**config.mk**
```make
export PLATFORM = sky130hd
export DESIGN_NAME = seg7_scan_arb_flat
export DESIGN_NICKNAME = d
export VERILOG_FILES = /design/src/rtl/seg7_pkg.sv /design/src/rtl/seg7_scan_arb_if.sv /design/src/rtl/seg7_frame_arb.sv /design/src/rtl/seg7_scan_arb.sv /design/src/flat_wrapper.sv
export SDC_FILE = /design/constraint.sdc
export NUM_CORES = 1
export LEC_CHECK = 0
export BUFFER_PORTS_ARGS = -buffer_cell sky130_fd_sc_hd__buf_2
export CAP_MARGIN = 0
export CORE_ASPECT_RATIO = 1.25
export CORE_MARGIN = 4
export CORE_UTILIZATION = 40
export DETAILED_ROUTE_END_ITERATION = 12
export PLACE_DENSITY = 0.71
export SLEW_MARGIN = 20
export SYNTH_ARGS = -nofsm -noshare
export SYNTH_HDL_FRONTEND = slang
export SYNTH_SLANG_ARGS = --single-unit
```
**constraint.sdc**
```tcl
create_clock -name clk -period 7.6 [get_ports clk]
set_input_delay 1.14 -clock clk [delete_from_list [all_inputs] [get_ports clk]]
set_output_delay 1.14 -clock clk [all_outputs]
set_load 0.01 [all_outputs]
```
**src/rtl/seg7_pkg.sv**
```systemverilog
// seg7_pkg: shared types, digit count and hex glyph lookup for the 7-seg scan driver
package seg7_pkg;
    localparam int NDIG = 8;
    typedef struct packed {
        logic [31:0] val;
        logic [7:0]  en;
        logic [7:0]  dp;
    } seg7_frame_t;
    localparam logic [6:0] GLYPH [16] = '{
        7'h3F, 7'h06, 7'h5B, 7'h4F, 7'h66, 7'h6D, 7'h7D, 7'h07,
        7'h7F, 7'h6F, 7'h77, 7'h7C, 7'h39, 7'h5E, 7'h79, 7'h71
    };
    function automatic logic [6:0] seg7_glyph(input logic [3:0] nibble);
        return GLYPH[nibble];
    endfunction
endpackage

```
**src/rtl/seg7_scan_arb_if.sv**
```systemverilog
// seg7_scan_arb_if: requester/display bundle
//   req, val0/val1, en0/en1, dp0/dp1 : requester -> driver
//   gnt, frame_start, HEX, AN        : driver -> requester/display pins
interface seg7_scan_arb_if;
    import seg7_pkg::*;
    logic [1:0]  req;
    logic [31:0] val0, val1;
    logic [7:0]  en0, en1, dp0, dp1;
    logic [1:0]  gnt;
    logic        frame_start;
    logic [7:0]  HEX, AN;
    modport master (
        output req, val0, val1, en0, en1, dp0, dp1,
        input  gnt, frame_start, HEX, AN
    );
    modport slave (
        input  req, val0, val1, en0, en1, dp0, dp1,
        output gnt, frame_start, HEX, AN
    );
endinterface

```
**src/rtl/seg7_frame_arb.sv**
```systemverilog
// seg7_frame_arb: frame-boundary arbitration, starvation guard and shadow frame
//   boundary_i    : cycle where a new frame begins
//   req_i         : requests, bit 0 has priority
//   f0_i/f1_i     : live frames of each requester
//   gnt_o         : one-hot owner of the current frame
//   frame_start_o : pulses the cycle after a boundary
//   frame_o       : frame in effect this cycle (new frame already visible on a boundary)
module seg7_frame_arb
    import seg7_pkg::*;
#(
    parameter int STARVE_FRAMES = 4
) (
    input  logic        clk,
    input  logic        rst,
    input  logic        boundary_i,
    input  logic [1:0]  req_i,
    input  seg7_frame_t f0_i,
    input  seg7_frame_t f1_i,
    output logic [1:0]  gnt_o,
    output logic        frame_start_o,
    output seg7_frame_t frame_o
);
    localparam int SW = $clog2(STARVE_FRAMES + 1);
    localparam logic [SW-1:0] STARVE_L = SW'(STARVE_FRAMES);
    logic [1:0]    gnt_q, gnt_d, gnt_n;
    logic [SW-1:0] starve_q, starve_d, starve_n;
    seg7_frame_t   frame_q, frame_d;
    logic          fs_q;
    always_comb begin
        gnt_n    = (req_i[1] && starve_q >= STARVE_L) ? 2'b10 :
                   req_i[0] ? 2'b01 : req_i[1] ? 2'b10 : 2'b00;
        starve_n = (gnt_n == 2'b01 && req_i[1]) ?
                   ((starve_q == STARVE_L) ? starve_q : starve_q + 1'b1) : '0;
        gnt_d    = boundary_i ? gnt_n : gnt_q;
        starve_d = boundary_i ? starve_n : starve_q;
        frame_d  = !boundary_i ? frame_q : gnt_n[1] ? f1_i : gnt_n[0] ? f0_i : '0;
    end
    always_ff @(posedge clk) begin
        if (rst) begin
            gnt_q    <= '0;
            starve_q <= '0;
            frame_q  <= '0;
            fs_q     <= 1'b0;
        end else begin
            gnt_q    <= gnt_d;
            starve_q <= starve_d;
            frame_q  <= frame_d;
            fs_q     <= boundary_i;
        end
    end
    assign gnt_o         = gnt_q;
    assign frame_start_o = fs_q;
    assign frame_o       = frame_d;
endmodule

```
**src/rtl/seg7_scan_arb.sv**
```systemverilog
// seg7_scan_arb: time-multiplexed 8-digit 7-seg driver shared by two requesters
//   clk, rst : clock, synchronous active-high reset
//   bus      : slave side of seg7_scan_arb_if (requests, frames, gnt, frame_start, HEX, AN)
module seg7_scan_arb
    import seg7_pkg::*;
#(
    parameter int SCAN_DIV      = 100_000,
    parameter int BLANK_CYC     = 16,
    parameter int STARVE_FRAMES = 4
) (
    input logic            clk,
    input logic            rst,
    seg7_scan_arb_if.slave bus
);
    if (SCAN_DIV < 2 || BLANK_CYC >= SCAN_DIV) begin : g_param_err
        $error("seg7_scan_arb: need SCAN_DIV >= 2 and BLANK_CYC < SCAN_DIV");
    end
    localparam int CW = $clog2(SCAN_DIV);
    localparam int DW = $clog2(NDIG);
    localparam logic [CW-1:0] LAST_L  = CW'(SCAN_DIV - 1);
    localparam logic [CW-1:0] BLANK_L = CW'(BLANK_CYC);
    logic [CW-1:0] cnt_q, cnt_d;
    logic [DW-1:0] dig_q, dig_d;
    logic [7:0]    an_q, an_d, hex_q, hex_d;
    logic [3:0]    nib;
    logic          boundary, blank;
    seg7_frame_t   f0, f1, cur;
    assign f0 = {bus.val0, bus.en0, bus.dp0};
    assign f1 = {bus.val1, bus.en1, bus.dp1};
    seg7_frame_arb #(.STARVE_FRAMES(STARVE_FRAMES)) u_arb (
        .clk          (clk),
        .rst          (rst),
        .boundary_i   (boundary),
        .req_i        (bus.req),
        .f0_i         (f0),
        .f1_i         (f1),
        .gnt_o        (bus.gnt),
        .frame_start_o(bus.frame_start),
        .frame_o      (cur)
    );
    // Blanking the head of every slot hides ghosting while AN switches digits.
    always_comb begin
        cnt_d    = (cnt_q == LAST_L) ? '0 : cnt_q + 1'b1;
        dig_d    = (cnt_q == LAST_L) ? dig_q + 1'b1 : dig_q;
        boundary = (cnt_q == '0) && (dig_q == '0);
        nib      = cur.val[{dig_q, 2'b00} +: 4];
        blank    = (cnt_q < BLANK_L) || !cur.en[dig_q];
        an_d     = blank ? 8'hFF : ~(8'h01 << dig_q);
        hex_d    = blank ? 8'hFF : {~cur.dp[dig_q], ~seg7_glyph(nib)};
    end
    always_ff @(posedge clk) begin
        if (rst) begin
            cnt_q <= '0;
            dig_q <= '0;
            an_q  <= 8'hFF;
            hex_q <= 8'hFF;
        end else begin
            cnt_q <= cnt_d;
            dig_q <= dig_d;
            an_q  <= an_d;
            hex_q <= hex_d;
        end
    end
    assign bus.AN  = an_q;
    assign bus.HEX = hex_q;
endmodule

```
**src/flat_wrapper.sv**
```systemverilog
// flat-port wrapper written by rule: the top's interface ports become plain ports
module seg7_scan_arb_flat import seg7_pkg::*;
#(
    parameter int SCAN_DIV      = 100_000,
    parameter int BLANK_CYC     = 16,
    parameter int STARVE_FRAMES = 4
)
  (clk, rst, bus_req, bus_val0, bus_val1, bus_en0, bus_en1, bus_dp0, bus_dp1, bus_gnt, bus_frame_start, bus_HEX, bus_AN);
  seg7_scan_arb_if bus_i ();
  input logic clk;
  input logic rst;
  input wire logic [$bits(bus_i.req)-1:0] bus_req;
  input wire logic [$bits(bus_i.val0)-1:0] bus_val0;
  input wire logic [$bits(bus_i.val1)-1:0] bus_val1;
  input wire logic [$bits(bus_i.en0)-1:0] bus_en0;
  input wire logic [$bits(bus_i.en1)-1:0] bus_en1;
  input wire logic [$bits(bus_i.dp0)-1:0] bus_dp0;
  input wire logic [$bits(bus_i.dp1)-1:0] bus_dp1;
  output wire logic [$bits(bus_i.gnt)-1:0] bus_gnt;
  output wire logic [$bits(bus_i.frame_start)-1:0] bus_frame_start;
  output wire logic [$bits(bus_i.HEX)-1:0] bus_HEX;
  output wire logic [$bits(bus_i.AN)-1:0] bus_AN;
  assign bus_i.req = bus_req;
  assign bus_i.val0 = bus_val0;
  assign bus_i.val1 = bus_val1;
  assign bus_i.en0 = bus_en0;
  assign bus_i.en1 = bus_en1;
  assign bus_i.dp0 = bus_dp0;
  assign bus_i.dp1 = bus_dp1;
  assign bus_gnt = bus_i.gnt;
  assign bus_frame_start = bus_i.frame_start;
  assign bus_HEX = bus_i.HEX;
  assign bus_AN = bus_i.AN;
  seg7_scan_arb #(.SCAN_DIV(SCAN_DIV), .BLANK_CYC(BLANK_CYC), .STARVE_FRAMES(STARVE_FRAMES)) u_core (.clk(clk), .rst(rst), .bus(bus_i));
endmodule
```
# --- Word-level counts from Yosys, hierarchy flattened ---
# Memory sizes are Yosys's and may differ from the RTL's.
# Cells that the tools add are included.
word_totals:
  regBits: 90
  mem_bits_ro: 112
  output_inout_bits: 19
  wordCells: 52
  mem_count: 1
op_classes:
  n_addsub: 3
  magnitude_cmp: 4
  n_eq_ne: 4
  shifts: 2
  muxes: 14
  bitwise: 4
  reduce_logical: 10
memory_table:
  columns: ["memory", "words", "width", "read_ports", "rd_clocked_by_memory_dff", "wr", "line", "rtl"]
  rows:
  - ["(name not given)", 16, 7, 1, 0, 0, "seg7_pkg.sv:14", "return GLYPH[nibble];"]
ops:
  columns: ["cell", "n"]
  rows:
  - ["2-to-1 mux 48 bit", 3]
  - ["variable part select 32 x 6 -> 4 bit", 1]
  - ["adder 17 x 1 -> 17 bit, second input constant", 1]
  - ["equality test 17 bit, second input constant", 1]
  - ["zero test 17 bit", 1]
  - ["< comparator 17 x 5 -> 1 bit, second input constant", 1]
  - ["2-to-1 mux 7 bit", 2]
  - ["NOT 8 bit", 1]
  - ["left shift 1 x 3 -> 8 bit, first input constant", 1]
  - ["NOT 7 bit", 1]
  - ["adder 3 x 1 -> 3 bit, second input constant", 2]
  - ["binary-select mux 1 bit (select 3 bit)", 2]
  - ["2-to-1 mux 2 bit", 3]
  - ["2-to-1 mux 3 bit", 2]
  - [">= comparator 5 bit, second input constant", 1]
  - ["NOT 4 -> 5 bit", 1]
  - ["< comparator 3 x 4 -> 1 bit, second input constant", 1]
  - ["OR reduction 2 bit", 2]
  - ["equality test 3 bit, second input constant", 1]
  - [">= comparator 3 bit, second input constant", 1]
  - ["logical AND 1 bit", 3]
  - ["zero test 3 bit", 1]
  - ["equality test 2 x 1 -> 1 bit, second input constant", 1]
  - ["2-to-1 mux 1 bit", 2]
  - ["5 further kinds", 5]

# --- Longest topological paths before layout ---
# Gate-level depths: netlist of the first run.
depth:
  ltp_word: 12
  mapped_depth: 16
  depth_no_buf: 13

# --- Modules after synthesis ---
# Synthesis of the first run repeated with hierarchy kept, for this count alone.
hier_totals:
  cells_unflattened: 507
  hier_area_um2: 4455.5
by_module_without_submodules:
  columns: ["module", "instances", "cells_per_inst", "area_each_um2"]
  rows:
  - ["seg7_frame_arb", 1, 307, 2483.6]
  - ["seg7_scan_arb", 1, 200, 1971.9]

# --- Least setup slack after synthesis of the first run ---
# OpenSTA, ideal clock, no wires.
synth_timing:
  path_type: "register to register"
  from: "register u_core.dig_q[0]"
  to: "register u_core.hex_q[4], in the netlist u_core.bus.HEX[4]"
  arrival_time_ns: 3.430
  required_time_ns: 7.520
  path_slack_ns: 4.090
  path_stages_with_launch: 16
  path_cell_list: "dfxtp_1 -> clkbuf_1 -> buf_1 -> inv_1 -> ha_1 -> and4_1 -> nand2_2 -> buf_6 -> a221o_1 -> o21ai_0 -> a221oi_2 -> nand3_1 -> ha_1 -> or2_2 -> mux2_2 -> o211ai_1"
synth_between:
  elab_chain_len: 9
  elab_cells_between_ends: 14
synth_rtl:
  columns: ["element", "line", "rtl"]
  rows:
  - ["start: declaration", "seg7_scan_arb.sv:23", "logic [DW-1:0] dig_q, dig_d;"]
  - ["start signal: assignment", "seg7_scan_arb.sv:59", "dig_q <= dig_d;"]
  - ["zero test 3 bit", "seg7_scan_arb.sv:45", "boundary = (cnt_q == '0) && (dig_q == '0);"]
  - ["logical AND 1 bit", "seg7_scan_arb.sv:45", null]
  - ["2-to-1 mux 48 bit", "seg7_frame_arb.sv:36", "frame_d = !boundary_i ? frame_q : gnt_n[1] ? f1_i : gnt_n[0] ? f0_i : '0;"]
  - ["variable part select 32 x 6 -> 4 bit", "seg7_scan_arb.sv:46", "nib = cur.val[{dig_q, 2'b00} +: 4];"]
  - ["NOT 4 -> 5 bit (not written as such)", "seg7_pkg.sv:14", null]
  - ["memory (16 x 7 bit)", null, null]
  - ["2-to-1 mux 7 bit (not written as such) (2 in a row)", "seg7_pkg.sv:14", null]
  - ["NOT 7 bit", "seg7_scan_arb.sv:49", "hex_d = blank ? 8'hFF : {~cur.dp[dig_q], ~seg7_glyph(nib)};"]
  - ["end signal: assignment", "seg7_scan_arb.sv:56", "hex_q <= 8'hFF;"]
  - ["end signal: assignment", "seg7_scan_arb.sv:61", "hex_q <= hex_d;"]
  - ["end: declaration", "seg7_scan_arb.sv:24", "logic [7:0] an_q, an_d, hex_q, hex_d;"]
# Several ways; a longest one is shown, not always the timed one. The select of a mux whose other input is x is not followed.
# A chain may end at the register's enable or synchronous reset.

# --- Worst setup path in the final report of the first run ---
# Same ends and word-level chain as after synthesis.

==> flow_results.xml, run 1 <==
<?xml version="1.0" encoding="UTF-8"?>
<metrics>
  <group name="timing">
    <metric name="rsz0062_at_grt" unit="">no</metric>
    <metric name="finClkSkew" unit="ns">0.00669</metric>
    <metric name="timing.final.max_slew_violations" unit="">0</metric>
    <metric name="clock.fmax" unit="GHz">0.224</metric>
    <metric name="layout_worst_path_cycle_share" unit="">0.587</metric>
    <metric name="min_period" unit="ns">4.46</metric>
    <metric name="slew_headroom" unit="">0.316</metric>
    <metric name="finalSetupViolations" unit="">0</metric>
    <metric name="worst_slack" unit="ns">3.14</metric>
    <metric name="worstMarginPinSlew" unit="ns">1.03</metric>
    <metric name="setup-tns-final" unit="ns">0</metric>
    <metric name="timing_hold_violations_final" unit="">0</metric>
  </group>
  <group name="synth">
    <metric name="syn-mean-instance-area" unit="um^2">9.03</metric>
    <metric name="asyncSetResetFlopFracSynth" unit="">0</metric>
    <metric name="synth_seq_cells" unit="">90</metric>
    <metric name="synth_cell_type_count" unit="">61</metric>
    <metric name="synth_top_cell_area_share" unit="">0.388</metric>
    <metric name="postSynthCellCount" unit="">515</metric>
    <metric name="synthFlopType" unit="">sky130_fd_sc_hd__dfxtp_1</metric>
    <metric name="yosysTopAreaCell" unit="">sky130_fd_sc_hd__dfxtp_1</metric>
    <metric name="synth-edff-count" unit="">0</metric>
    <metric name="post_synth_instance_area" unit="um^2">4650</metric>
    <metric name="ys_warn_count" unit="">0</metric>
    <metric name="mappedNetlistNets" unit="">632</metric>
    <metric name="ys_seq_area_frac" unit="">0.388</metric>
    <metric name="netlist_top_cells_area" unit="">sky130_fd_sc_hd__dfxtp_1, sky130_fd_sc_hd__nor2_1, sky130_fd_sc_hd__ha_1, sky130_fd_sc_hd__mux4_2, sky130_fd_sc_hd__a221oi_1</metric>
  </group>
  <group name="setup_path">
    <metric name="critical-path-max-stage-delay" unit="ns">0.63</metric>
    <metric name="setup.worst_path.start_class" unit="">flop</metric>
    <metric name="cp-end-kind" unit="">flop</metric>
    <metric name="cell_with_the_most_instances_on_the_worst_path" unit="">sky130_fd_sc_hd__ha_1</metric>
    <metric name="cp_max_fo" unit="">34</metric>
    <metric name="cp_cell_sequence" unit="">inv_1, ha_1, nand4_1, nor2_4, buf_4, nor2_1, a32o_1, a221oi_2, nand3_1, ha_1, or2_2, mux2_2, o211ai_1</metric>
    <metric name="path_class" unit="">flop to flop</metric>
    <metric name="worst-path-buf-inv" unit="">2</metric>
    <metric name="worst_path_dominant_cell_family" unit="">simple AND/OR/NAND/NOR gates</metric>
    <metric name="worst_r2r_path_depth" unit="">13</metric>
    <metric name="worstPathArrival" unit="ns">4.71</metric>
    <metric name="timing.critical_path.required" unit="ns">7.85</metric>
    <metric name="critPathSlowestCell" unit="">sky130_fd_sc_hd__nor2_4</metric>
    <metric name="worst_r2r_endpoint" unit="">u_core.bus.HEX[4]</metric>
    <metric name="rr_startpoint" unit="">u_core.dig_q[0]</metric>
    <metric name="rrSetupSlack" unit="ns">3.14</metric>
    <metric name="critical_path.startpoint" unit="">u_core.dig_q[0]</metric>
  </group>
  <group name="routing">
    <metric name="wl_per_cell" unit="um">16.2</metric>
    <metric name="first_pass_iters" unit="">4</metric>
    <metric name="via_per_inst" unit="">5.52</metric>
    <metric name="iter_0_drt_violations" unit="">197</metric>
    <metric name="ant_nets" unit="">0</metric>
    <metric name="detailed_route_drc_error_count" unit="">0</metric>
    <metric name="postRouteWirelength" unit="um">12100</metric>
    <metric name="via_count" unit="">4124</metric>
  </group>
  <group name="global_route">
    <metric name="first_global_vias" unit="">4036</metric>
    <metric name="grt_pass1_wl" unit="um">19100</metric>
    <metric name="maximum_number_of_pins_on_one_net_before_global_route_repair" unit="">63</metric>
    <metric name="grtUsageTotal" unit="">0.176</metric>
    <metric name="grt.overflow.total" unit="">0</metric>
    <metric name="grt_antenna_before_repair" unit="">0</metric>
  </group>
  <group name="floorplanning">
    <metric name="fp.dieArea" unit="um^2">13400</metric>
    <metric name="rows" unit="">43</metric>
    <metric name="chipWidth" unit="um">104</metric>
    <metric name="io-pin-count" unit="">119</metric>
    <metric name="start_util" unit="">0.413</metric>
    <metric name="die_height" unit="um">129</metric>
    <metric name="core_area" unit="um^2">11200</metric>
  </group>
  <group name="clock_network">
    <metric name="tritoncts_clock_tree" unit="">yes</metric>
    <metric name="numCtsBuffers" unit="">9</metric>
    <metric name="cts.sink_count" unit="">90</metric>
    <metric name="cts_root_buffer" unit="">sky130_fd_sc_hd__clkbuf_16</metric>
    <metric name="postCtsResizedCells" unit="">0</metric>
    <metric name="clk-insertion-delay-late" unit="ns">0.33</metric>
    <metric name="cts.hold.buffers_added" unit="">0</metric>
    <metric name="clk_path_buf_depth" unit="">2</metric>
    <metric name="h-tree-depth" unit="">3</metric>
    <metric name="cts.repair_timing.setup_buffer_count" unit="">0</metric>
    <metric name="clk_pin_slew" unit="ns">0.06</metric>
  </group>
  <group name="worst_hold_path">
    <metric name="worst_hold_path_depth" unit="">2</metric>
    <metric name="min_path_type" unit="">flop to flop</metric>
    <metric name="min-delay-start" unit="">u_core.u_arb.frame_q[8]</metric>
    <metric name="worst_hold_path.endpoint" unit="">u_core.u_arb.frame_q[8]</metric>
  </group>
  <group name="layout">
    <metric name="n_antenna_cell" unit="">0</metric>
    <metric name="fillCellCount" unit="">1044</metric>
    <metric name="syn_to_final_growth" unit="%">18.0</metric>
    <metric name="final_core_utilization" unit="">0.488</metric>
    <metric name="post-route-cell-area" unit="um^2">5480</metric>
    <metric name="final_cell_count_no_fill" unit="">747</metric>
    <metric name="final_nets" unit="">724</metric>
    <metric name="final_layout_size_suffix_gt1_frac" unit="">0.278</metric>
  </group>
  <group name="placement">
    <metric name="numPlacedInstances" unit="">731</metric>
    <metric name="place_ws" unit="ns">3.19</metric>
    <metric name="dpl.hpwl" unit="um">9090</metric>
    <metric name="placed_area" unit="um^2">5220</metric>
    <metric name="gp_routability_congestion" unit="">0.844</metric>
    <metric name="port_buffers" unit="">118</metric>
  </group>
  <group name="power">
    <metric name="power_per_standard_cell_area" unit="nW/um^2">210</metric>
    <metric name="cellLeakagePower" unit="nW">2.26</metric>
    <metric name="ir_worst_vdd" unit="V">0.000134</metric>
  </group>
  <group name="outcome">
    <metric name="outcome" unit="">finished clean</metric>
  </group>
  <group name="flow_run">
    <metric name="drv.max_cap_violation_count" unit="">0</metric>
  </group>
</metrics>
## flip-flops by register name, indices dropped and copies added (netlist names)
name                        flops
u_core.u_arb.gnt_o              2
u_core.u_arb.frame_q           48
u_core.dig_q                    3
u_core.cnt_q                   17
u_core.bus.HEX                  8
u_core.bus.AN                   8
u_core.u_arb.frame_start_o      1
u_core.u_arb.starve_q           3
## power by group
part	internal (mW)	total, mW	leakage [nW]	switching (mW)
logic	0.0964	0.228	1.40	0.131
registers	0.506	0.522	0.737	0.0158
clock network	0.222	0.400	0.123	0.178
## worst reg2reg max path, stage by stage (launching register included)
cell                       delay, ns
sky130_fd_sc_hd__dfxtp_1        0.62
sky130_fd_sc_hd__inv_1          0.28
sky130_fd_sc_hd__ha_1           0.29
sky130_fd_sc_hd__nand4_1        0.28
sky130_fd_sc_hd__nor2_4         0.63
sky130_fd_sc_hd__buf_4          0.45
sky130_fd_sc_hd__nor2_1         0.11
sky130_fd_sc_hd__a32o_1         0.29
sky130_fd_sc_hd__a221oi_2       0.25
sky130_fd_sc_hd__nand3_1        0.27
sky130_fd_sc_hd__ha_1           0.28
sky130_fd_sc_hd__or2_2          0.28
sky130_fd_sc_hd__mux2_2         0.26
sky130_fd_sc_hd__o211ai_1       0.09
## cell families (layout without fill, tap and decap cells)
logic type	Yosys count	in the layout	share of synthesized area
AOI/OAI and AO/OA	114	114	0.195
xor gates and xnor gates	16	16	0.0301
adders and majority gates	17	17	0.0458
buffers and inverters	60	157	0.0635
DFF	90	90	0.388
muxes	21	21	0.0686
and+or+nand+nor	197	197	0.209
## how the worst max path moves through the flow
stage	end	slack, ns	cells after the start
final	u_core.bus.HEX[4]	3.14	13
after global placement	u_core.bus.HEX[4]	3.40	13
after global routing	u_core.bus.HEX[4]	2.78	14
after floorplan	u_core.bus.HEX[4]	4.09	15
after detailed placement	u_core.bus.HEX[4]	3.19	13
after CTS	u_core.bus.HEX[4]	3.16	13
## through the flow
| step | total power, mW | hold slack [ns] |
|---|---|---|
| after floorplan | 0.698 | 0.429 |
| after global routing | 1.20 | 0.472 |
| final | 1.15 | 0.453 |
| after CTS | 1.16 | 0.456 |
| after detailed placement | 0.759 | 0.449 |
| after global placement | 0.750 | 0.436 |
## Yosys cell counts (3+ instances only)
cell,number
sky130_fd_sc_hd__nor2_1,80
sky130_fd_sc_hd__xnor2_1,8
sky130_fd_sc_hd__a22o_1,8
sky130_fd_sc_hd__clkbuf_1,17
sky130_fd_sc_hd__a211oi_1,14
sky130_fd_sc_hd__nor3_1,22
sky130_fd_sc_hd__buf_6,6
sky130_fd_sc_hd__and3_1,3
sky130_fd_sc_hd__nand2_1,34
sky130_fd_sc_hd__buf_1,5
sky130_fd_sc_hd__buf_4,4
sky130_fd_sc_hd__nand4_1,6
sky130_fd_sc_hd__inv_1,18
sky130_fd_sc_hd__o21ai_1,5
sky130_fd_sc_hd__nor2b_1,10
sky130_fd_sc_hd__dfxtp_1,90
sky130_fd_sc_hd__a211oi_2,3
sky130_fd_sc_hd__ha_1,17
sky130_fd_sc_hd__mux2_2,3
sky130_fd_sc_hd__a21oi_1,14
sky130_fd_sc_hd__o211ai_1,3
sky130_fd_sc_hd__mux2i_1,9
sky130_fd_sc_hd__xor2_1,8
sky130_fd_sc_hd__mux4_2,8
sky130_fd_sc_hd__a221o_1,6
sky130_fd_sc_hd__a22oi_1,13
sky130_fd_sc_hd__a32o_1,6
sky130_fd_sc_hd__buf_2,8
sky130_fd_sc_hd__o21ai_0,12
sky130_fd_sc_hd__a221oi_2,3
sky130_fd_sc_hd__nand3_1,18
sky130_fd_sc_hd__or3_1,3
sky130_fd_sc_hd__a221oi_1,15
## area by class of cell
class / instances / area [um^2] / area share
clock inverters: 4 / 28.8 / 0.00525
inverters: 20 / 75.1 / 0.0137
multi-input cells: 365 / 2560 / 0.467
well taps: 135 / 169 / 0.0308
flip-flops and latches: 90 / 1800 / 0.329
repair buffers: 121 / 613 / 0.112
clock buffers: 12 / 236 / 0.0431
## metal layers
layer,GRT usage,share of wire,vias to the layer above
li1,-,-,2047
met2,0.326,0.53,113
met3,0.0376,0.048,13
met1,0.208,0.41,1951
met5,0,0,-
met4,0.0399,0.0097,0
## cell usage in the layout, fill, tap and decap left out, types with 3 or more instances in the layout
cell	count
sky130_fd_sc_hd__nand3_1	18
sky130_fd_sc_hd__a211oi_2	3
sky130_fd_sc_hd__mux4_2	8
sky130_fd_sc_hd__nor2b_1	10
sky130_fd_sc_hd__a221oi_1	15
sky130_fd_sc_hd__o21ai_1	5
sky130_fd_sc_hd__mux2i_1	9
sky130_fd_sc_hd__a221o_1	6
sky130_fd_sc_hd__xnor2_1	8
sky130_fd_sc_hd__nand2_1	34
sky130_fd_sc_hd__a22oi_1	13
sky130_fd_sc_hd__buf_4	3
sky130_fd_sc_hd__nand4_1	6
sky130_fd_sc_hd__buf_2	118
sky130_fd_sc_hd__mux2_2	3
sky130_fd_sc_hd__ha_1	17
sky130_fd_sc_hd__a32o_1	6
sky130_fd_sc_hd__inv_1	18
sky130_fd_sc_hd__clkbuf_16	9
sky130_fd_sc_hd__o211ai_1	3
sky130_fd_sc_hd__a211oi_1	14
sky130_fd_sc_hd__o21ai_0	12
sky130_fd_sc_hd__a22o_1	8
sky130_fd_sc_hd__xor2_1	8
sky130_fd_sc_hd__a221oi_2	3
sky130_fd_sc_hd__clkbuf_1	3
sky130_fd_sc_hd__nor2_1	80
sky130_fd_sc_hd__nor3_1	22
sky130_fd_sc_hd__dfxtp_1	90
sky130_fd_sc_hd__a21oi_1	14
sky130_fd_sc_hd__or3_1	3
sky130_fd_sc_hd__and3_1	3
Power figures use the tool's default switching activity.
==> run 2, diff against run 1 <==
==> constraint.sdc (replaced) <==
create_clock -name clk -period 4.4 [get_ports clk]
set_input_delay 0.66 -clock clk [delete_from_list [all_inputs] [get_ports clk]]
set_output_delay 0.66 -clock clk [all_outputs]
set_load 0.01 [all_outputs]
==> run 2 against run 1 <==
  * Register-to-register slack got worse by 2.4 ns
  * Hold slack improved by 0.0041 ns
  * Global-route usage increased by 0.93 points
  * Final area increased by 2.0%
  * Clock power increased by 110%
  * Critical path depth decreased by 1
==> flow_results.xml, run 2 (synthesis results as in run 1) <==
<?xml version="1.0" encoding="UTF-8"?>
<metrics>
  <group name="floorplanning">
    <metric name="core_area" unit="um^2">11200</metric>
    <metric name="chipWidth" unit="um">104</metric>
    <metric name="start_util" unit="">0.413</metric>
    <metric name="io-pin-count" unit="">119</metric>
    <metric name="die_height" unit="um">129</metric>
    <metric name="fp.dieArea" unit="um^2">13400</metric>
    <metric name="rows" unit="">43</metric>
  </group>
  <group name="clock_network">
    <metric name="clk_pin_slew" unit="ns">0.06</metric>
    <metric name="clk_path_buf_depth" unit="">2</metric>
    <metric name="numCtsBuffers" unit="">9</metric>
    <metric name="cts.hold.buffers_added" unit="">0</metric>
    <metric name="h-tree-depth" unit="">3</metric>
    <metric name="tritoncts_clock_tree" unit="">yes</metric>
    <metric name="postCtsResizedCells" unit="">0</metric>
    <metric name="cts.repair_timing.setup_buffer_count" unit="">0</metric>
    <metric name="cts_root_buffer" unit="">sky130_fd_sc_hd__clkbuf_16</metric>
    <metric name="cts.sink_count" unit="">90</metric>
    <metric name="clk-insertion-delay-late" unit="ns">0.34</metric>
  </group>
  <group name="global_route">
    <metric name="grt_antenna_before_repair" unit="">0</metric>
    <metric name="grtUsageTotal" unit="">0.185</metric>
    <metric name="first_global_vias" unit="">4232</metric>
    <metric name="grt_pass1_wl" unit="um">20200</metric>
    <metric name="grt.overflow.total" unit="">0</metric>
    <metric name="maximum_number_of_pins_on_one_net_before_global_route_repair" unit="">63</metric>
  </group>
  <group name="timing">
    <metric name="min_period" unit="ns">3.65</metric>
    <metric name="clock.fmax" unit="GHz">0.274</metric>
    <metric name="timing.final.max_slew_violations" unit="">0</metric>
    <metric name="slew_headroom" unit="">0.306</metric>
    <metric name="finClkSkew" unit="ns">0.00755</metric>
    <metric name="worstMarginPinSlew" unit="ns">1.04</metric>
    <metric name="rsz0062_at_grt" unit="">no</metric>
    <metric name="setup-tns-final" unit="ns">0</metric>
    <metric name="layout_worst_path_cycle_share" unit="">0.830</metric>
    <metric name="timing_hold_violations_final" unit="">0</metric>
    <metric name="finalSetupViolations" unit="">0</metric>
  </group>
  <group name="setup_path">
    <metric name="cp_max_fo" unit="">26</metric>
    <metric name="path_class" unit="">flop to flop</metric>
    <metric name="timing.critical_path.required" unit="ns">4.66</metric>
    <metric name="worstPathArrival" unit="ns">3.91</metric>
    <metric name="cp-end-kind" unit="">flop</metric>
    <metric name="setup.worst_path.start_class" unit="">flop</metric>
  </group>
  <group name="layout">
    <metric name="final_common_cell" unit="">sky130_fd_sc_hd__buf_2</metric>
    <metric name="top_library_cells_by_usage_in_the_layout_fill_and_taps_aside" unit="">sky130_fd_sc_hd__buf_2, sky130_fd_sc_hd__dfxtp_1, sky130_fd_sc_hd__nor2_1</metric>
    <metric name="final_core_utilization" unit="">0.497</metric>
    <metric name="leading_registers_by_flop_count" unit="">u_core.u_arb.frame_q x48, u_core.cnt_q x17</metric>
    <metric name="top_register" unit="">u_core.u_arb.frame_q</metric>
    <metric name="final_layout_size_suffix_gt1_frac" unit="">0.289</metric>
    <metric name="n_antenna_cell" unit="">0</metric>
    <metric name="final_nets" unit="">731</metric>
    <metric name="post-route-cell-area" unit="um^2">5590</metric>
    <metric name="largest_register_ff_count" unit="">48</metric>
    <metric name="syn_to_final_growth" unit="%">20.3</metric>
  </group>
  <group name="routing">
    <metric name="detailed_route_drc_error_count" unit="">0</metric>
    <metric name="via_per_inst" unit="">5.58</metric>
    <metric name="wl_per_cell" unit="um">16.5</metric>
    <metric name="postRouteWirelength" unit="um">12400</metric>
    <metric name="first_pass_iters" unit="">4</metric>
    <metric name="via_count" unit="">4207</metric>
    <metric name="ant_nets" unit="">0</metric>
    <metric name="iter_0_drt_violations" unit="">274</metric>
  </group>
  <group name="placement">
    <metric name="port_buffers" unit="">118</metric>
    <metric name="gp_routability_congestion" unit="">0.874</metric>
    <metric name="dpl.hpwl" unit="um">9220</metric>
    <metric name="placed_area" unit="um^2">5270</metric>
  </group>
  <group name="flow_run">
    <metric name="drv.max_cap_violation_count" unit="">0</metric>
  </group>
  <group name="power">
    <metric name="power_per_standard_cell_area" unit="nW/um^2">380</metric>
    <metric name="cellLeakagePower" unit="nW">2.32</metric>
    <metric name="total_power" unit="mW">2.13</metric>
    <metric name="ir_worst_vdd" unit="V">0.000222</metric>
  </group>
  <group name="worst_hold_path">
    <metric name="min_path_type" unit="">flop to flop</metric>
  </group>
  <group name="outcome">
    <metric name="outcome" unit="">finished clean</metric>
  </group>
</metrics>
-- run 2: final cells by class --
class / count / area, um^2
fillers: 1017 / 5650
repair buffers: 128 / 668
clock inverters: 6 / 90.1
inverters: 20 / 75.1
well taps: 135 / 169
flip-flops and latches: 90 / 1800
clock buffers: 10 / 229
multi-input cells: 365 / 2560
-- run 2: critical path, stage by stage (launching register included) --
cell and delay, ns:
sky130_fd_sc_hd__dfxtp_1 0.32, sky130_fd_sc_hd__inv_2 0.23, sky130_fd_sc_hd__ha_1 0.31, sky130_fd_sc_hd__nand4_1 0.24, sky130_fd_sc_hd__nor2_4 0.55, sky130_fd_sc_hd__buf_4 0.31
sky130_fd_sc_hd__mux4_2 0.31, sky130_fd_sc_hd__nand3_1 0.15, sky130_fd_sc_hd__nand3_1 0.24, sky130_fd_sc_hd__ha_1 0.28, sky130_fd_sc_hd__or2_2 0.29, sky130_fd_sc_hd__mux2_2 0.27
sky130_fd_sc_hd__o211ai_1 0.08
-- run 2: stage by stage --
step / hold slack, ns / setup WS [ns] / std cells
2_1_floorplan: 0.429 / 0.890 / 515
3_3_place_gp: 0.435 / 0.779 / 738
3_5_place_dp: 0.450 / 0.655 / 738
4_1_cts: 0.459 / 0.770 / 754
5_1_grt: 0.476 / 0.451 / 754
6_report: 0.457 / 0.749 / 754
-- run 2: final timing paths --
path,from,endpoint,slack [ns],cells past startpoint
worst max register to register,u_core.dig_q[1],u_core.bus.HEX[4],0.75,12
worst min-delay path,u_core.u_arb.frame_q[8],u_core.u_arb.frame_q[8],0.46,2
worst max-delay path,u_core.dig_q[1],u_core.bus.HEX[4],0.75,12
worst min register to register,u_core.u_arb.frame_q[8],u_core.u_arb.frame_q[8],0.46,2
-- run 2: report_power, final --
group          switching (mW)  total, mW  internal (mW)
clock                   0.324      0.823          0.500
sequential             0.0269      0.901          0.874
combinational           0.229      0.402          0.174
total                   0.579       2.13           1.55
-- run 2: per-layer routing --
| layer | part of all wire | track usage | wire, um | up-vias |
|---|---|---|---|---|
| met2 | 0.49 | 0.323 | 6120 | 129 |
| met4 | 0.034 | 0.0884 | 427 | 0 |
| li1 | - | - | - | 2055 |
| met5 | 0 | 0 | 0 | - |
| met1 | 0.42 | 0.219 | 5210 | 1990 |
| met3 | 0.052 | 0.0371 | 651 | 33 |
